`config.mk`:
```
export PLATFORM = sky130hd
export DESIGN_NAME = serial_bit_feeder
export DESIGN_NICKNAME = d
export VERILOG_FILES = /design/src/rtl/seqdet_pkg.sv /design/src/rtl/serial_bit_feeder.sv
export SDC_FILE = /design/constraint.sdc
export NUM_CORES = 1
export LEC_CHECK = 0
export ABC_AREA = 0
export CELL_PAD_IN_SITES_DETAIL_PLACEMENT = 0
export CELL_PAD_IN_SITES_GLOBAL_PLACEMENT = 2
export CORE_MARGIN = 1.5
export CORE_UTILIZATION = 34
export CTS_CLUSTER_DIAMETER = 40
export DETAILED_ROUTE_END_ITERATION = 12
export PLACE_DENSITY = 0.82
export SETUP_SLACK_MARGIN = 0.3
export SKIP_LAST_GASP = 1
export SLEW_MARGIN = 10
export SYNTH_ARGS = -nofsm -noshare
export SYNTH_HDL_FRONTEND = slang
export SYNTH_SLANG_ARGS = --single-unit
```
`constraint.sdc`:
```
create_clock -name clk -period 2.04 [get_ports clk]
set_clock_uncertainty 0.05 [all_clocks]
set_input_delay 0.204 -clock clk [delete_from_list [all_inputs] [get_ports clk]]
set_output_delay 0.204 -clock clk [all_outputs]
set_load 0.01 [all_outputs]
```
`src/rtl/seqdet_pkg.sv`:
```
// Shared definitions for the bit-serial sequence detectors and their serial feeder.
package seqdet_pkg;

  typedef logic [0:0] feeder_state_t;

  localparam feeder_state_t IDLE  = 1'b0;
  localparam feeder_state_t SHIFT = 1'b1;

  localparam logic SEQDET_IDLE_BIT = 1'b0;

endpackage

```
`src/rtl/serial_bit_feeder.sv`:
```
// Parallel-to-serial feeder: first bit on x the cycle after accept, WIDTH cycles per word.
// in_ready drops only while the one-entry holding register is full; x has no backpressure.
module serial_bit_feeder
  import seqdet_pkg::*;
#(
  parameter int   WIDTH     = 8,
  parameter bit   MSB_FIRST = 1'b1,
  parameter logic IDLE_BIT  = SEQDET_IDLE_BIT
) (
  input  logic             clk,
  input  logic             reset,
  input  logic [WIDTH-1:0] in_data,
  input  logic             in_valid,
  output logic             in_ready,
  output logic             x,
  output logic             x_valid,
  output logic             busy,
  output logic [15:0]      words_sent
);

  localparam logic [4:0] LAST_CNT = 5'(WIDTH - 1);

  feeder_state_t    state;
  logic [WIDTH-1:0] shift_dat;
  logic [WIDTH-1:0] hold_dat;
  logic [WIDTH-1:0] shift_next;
  logic             hold_full;
  logic [4:0]       bit_cnt;
  logic             accept;
  logic             last_bit;
  logic             out_bit;

  assign in_ready = !hold_full;
  assign accept   = in_valid && in_ready;
  assign last_bit = (state == SHIFT) && (bit_cnt == LAST_CNT);

  // The output end of the shifter is fixed by bit order; data moves toward it.
  generate
    if (MSB_FIRST) begin : g_msb
      assign shift_next = {shift_dat[WIDTH-2:0], 1'b0};
      assign out_bit    = shift_dat[WIDTH-1];
    end else begin : g_lsb
      assign shift_next = {1'b0, shift_dat[WIDTH-1:1]};
      assign out_bit    = shift_dat[0];
    end
  endgenerate

  assign x_valid = (state == SHIFT);
  assign x       = (state == SHIFT) ? out_bit : IDLE_BIT;
  assign busy    = (state == SHIFT) || hold_full;

  always_ff @(posedge clk or posedge reset) begin
    if (reset) begin
      state      <= IDLE;
      shift_dat  <= '0;
      hold_dat   <= '0;
      hold_full  <= 1'b0;
      bit_cnt    <= '0;
      words_sent <= '0;
    end else begin
      case (state)
        IDLE: begin
          if (accept) begin
            shift_dat <= in_data;
            bit_cnt   <= '0;
            state     <= SHIFT;
          end
        end
        default: begin
          if (last_bit) begin
            words_sent <= words_sent + 16'd1;
            bit_cnt    <= '0;
            // A held word wins over a new offer; in_ready is low then anyway.
            if (hold_full) begin
              shift_dat <= hold_dat;
              hold_full <= 1'b0;
            end else if (accept) begin
              shift_dat <= in_data;
            end else begin
              state <= IDLE;
            end
          end else begin
            shift_dat <= shift_next;
            bit_cnt   <= bit_cnt + 5'd1;
            if (accept) begin
              hold_dat  <= in_data;
              hold_full <= 1'b1;
            end
          end
        end
      endcase
    end
  end

endmodule
```
==> results.cfg <==
[placement]
dp_worst_setup_slack_ps = 78.86
dp_hpwl_um = 2435
postPlaceCellArea_mm2 = 0.002200
place_inst = 257
gp_congestion = 0.7616
port_buffers = 30

[final_layout]
final_area_mm2 = 0.002439
syn_to_final_growth_pct = 36.29
drive_above_1_share_pct = 22.77
nets = 215
fin_cells = 272
finalCoreUtilization_pct = 48.05
antenna_cells = 0

[setup_path]
path_class = reg -> reg
r2r_end = hold_dat[5]
crit_arrival_ps = 1810
crit_path_end = hold_dat[5]
required_ps = 2160
worstSetupStartpointType = flip-flop
r2r-start = bit_cnt[0]
critPathMaxFanout = 8
r2r_slack_ps = 350
end_kind = flip-flop
reg2reg_depth = 7
startpoint = bit_cnt[0]

[timing]
setup_ws_ps = 352.0
whs_ps = 278.6
hold_violations = 0
slew_viol_final = 0
fmax_mhz = 592.4
post-route-min-period_ps = 1688
slew_headroom_pct = 67.09
tightest_slew_ps = 493.7
rsz0062_at_grt = yes
setup_viol = 0
finalCritPeriodShare_pct = 82.74
finalSetupTns_ps = 0

[global_routing]
grt_pass1_vias = 1303
overflow = 0
antenna_found_initial = 0
grt_use_total_pct = 14.94
grt_max_degree = 40
grt_pass1_wl_um = 6279

[floorplanning]
die_w_um = 75.54
start_util_pct = 35.26
fp.dieH_um = 75.54
row_count = 26
dieArea_mm2 = 0.005706
coreArea_mm2 = 0.005075
ios = 31

[detailed_routing]
wire_per_inst_um = 14.28
drtIter0Drc = 61
via_count = 1372
viasPerCell = 5.044
drc = 0
drt-total-wl_um = 3885
dr.pass1.iters = 6
ant_nets = 0

[yosys]
ys_top_cells_by_count = dfrtp_1 (39), nand2_1 (33), nand3_1 (15), xnor2_1 (10), mux2_2 (9)
seq_area_frac_synth_pct = 54.55
synth_top_cell_area_share_pct = 54.55
netlist_instances = 157
ys.warnings.count = 0
ys.flop_type = dfrtp_1
synth-edff-count = 0
synth_fp_nets = 170
yosys.area.top_type = dfrtp_1
yosysMostFrequentCell = dfrtp_1
syn_avg_cell_area_um2 = 11.40
ys_ff_latch = 39
synth_area_mm2 = 0.001789
async_flop_share_pct = 100.0
netlist_top_cells_area = dfrtp_1 (55%), nand2_1 (6.9%), mux2_2 (5.7%)
synth_cell_types = 32

[cts]
clockRootBuffer = clkbuf_8
htreeDepth = 2
cts_tree = built
clock-sinks = 39
clockBufferDepth = 2
numCtsBuffers = 5
clkLatencyLatePin_ps = 290
clkSlewWorstSetupHoldPaths_ps = 70

[outcome]
status = finished, final reports clean

[power]
worst_ir_drop_vdd_v = 0.0006211
cellLeakagePower_nw = 1.078
power_mw = 3.020
power-per-cell-area_mw_per_mm2 = 1238

[worst_hold_path]
hold_class = in -> async

[flow_run]
max_cap_viol_count = 0
==> how the worst min path moves through the flow <==
| stage | start | endpoint | slack, ps | cells after the start |
|---|---|---|---|---|
| after floorplan | in_data[0] | hold_dat[0] | 310 | 1 |
| after global placement | words_sent[15] | words_sent[15] | 410 | 1 |
| after detailed placement | words_sent[15] | words_sent[15] | 420 | 1 |
| after CTS | reset | words_sent[8] | 290 | 3 |
| after global routing | reset | words_sent[8] | 340 | 3 |
| final | reset | words_sent[8] | 280 | 3 |
==> cell usage in the layout, fill, tap and decap left out, types with 2 or more instances in the layout <==
cell             synthesis  final
xnor2_1                 10     10
xor2_1                   7      7
o21ai_0                  3      3
nand3_1                 15     15
dfrtp_1                 39     38
inv_1                    3      2
buf_12                   0      2
nand2_1                 33     32
nor3_1                   2      2
o221a_2                  7      7
nand4_1                  4      4
clkbuf_8                 0      6
nor3_4                   1      2
mux2_4                   0      8
buf_4                    0     10
and4_1                   3      3
clkdlybuf4s50_1          0     29
==> power by group <==
part	internal, mW	total [mW]	switching [mW]
clock	0.265	0.520	0.255
combinational	0.693	1.25	0.557
sequential	1.03	1.25	0.220
==> logic make-up (layout without fill, tap and decap cells) <==
group	Yosys count	after routing	share of synthesized area, %
buffers and inverters	8	53	2.167
muxes	9	9	5.664
adders and majority gates	2	2	1.398
DFF	39	39	54.55
AOI/OAI and AO/OA	15	15	7.343
and+or+nand+nor	67	67	20.56
xor gates and xnor gates	17	17	8.322
==> worst max-delay path, stage by stage (launching register included) <==
cell	delay, ps
dfrtp_1	410
ha_4	180
nand4bb_4	90
buf_12	150
nor2_8	50
nor3_4	160
buf_12	170
mux2_4	310
==> flip-flops by register name, summed over array words and instances (netlist names) <==
register,flops
hold_dat,8
words_sent,16
x_valid,1
shift_dat,8
hold_full,1
bit_cnt,5
==> layer usage <==
layer  track usage [%]  vias to the layer above  wire (um)
li1                  -                      641          -
met1             18.11                      674       1723
met2             24.46                       45       1892
met3             4.894                       12        186
met4             6.349                        0         82
met5                 0                        -          0
==> timing repair <==
item	in CTS	in global routing
endpoints found under the setup margin	23	24
hold buffers	0	0
buffers inserted	5	3
pin swaps	4	5
gates resized for setup	13	5
==> layout make-up <==
| cell class | instances | area [um2] |
|---|---|---|
| clock buffer | 6 | 82.58 |
| multi-input combinational | 110 | 849.6 |
| fill | 479 | 2636 |
| inverter | 3 | 11.26 |
| timing repair buffer | 43 | 425.4 |
| sequential | 39 | 977.2 |
| tap | 70 | 87.58 |
| clock inverter | 1 | 5.005 |
Power figures use the tool's default switching activity.
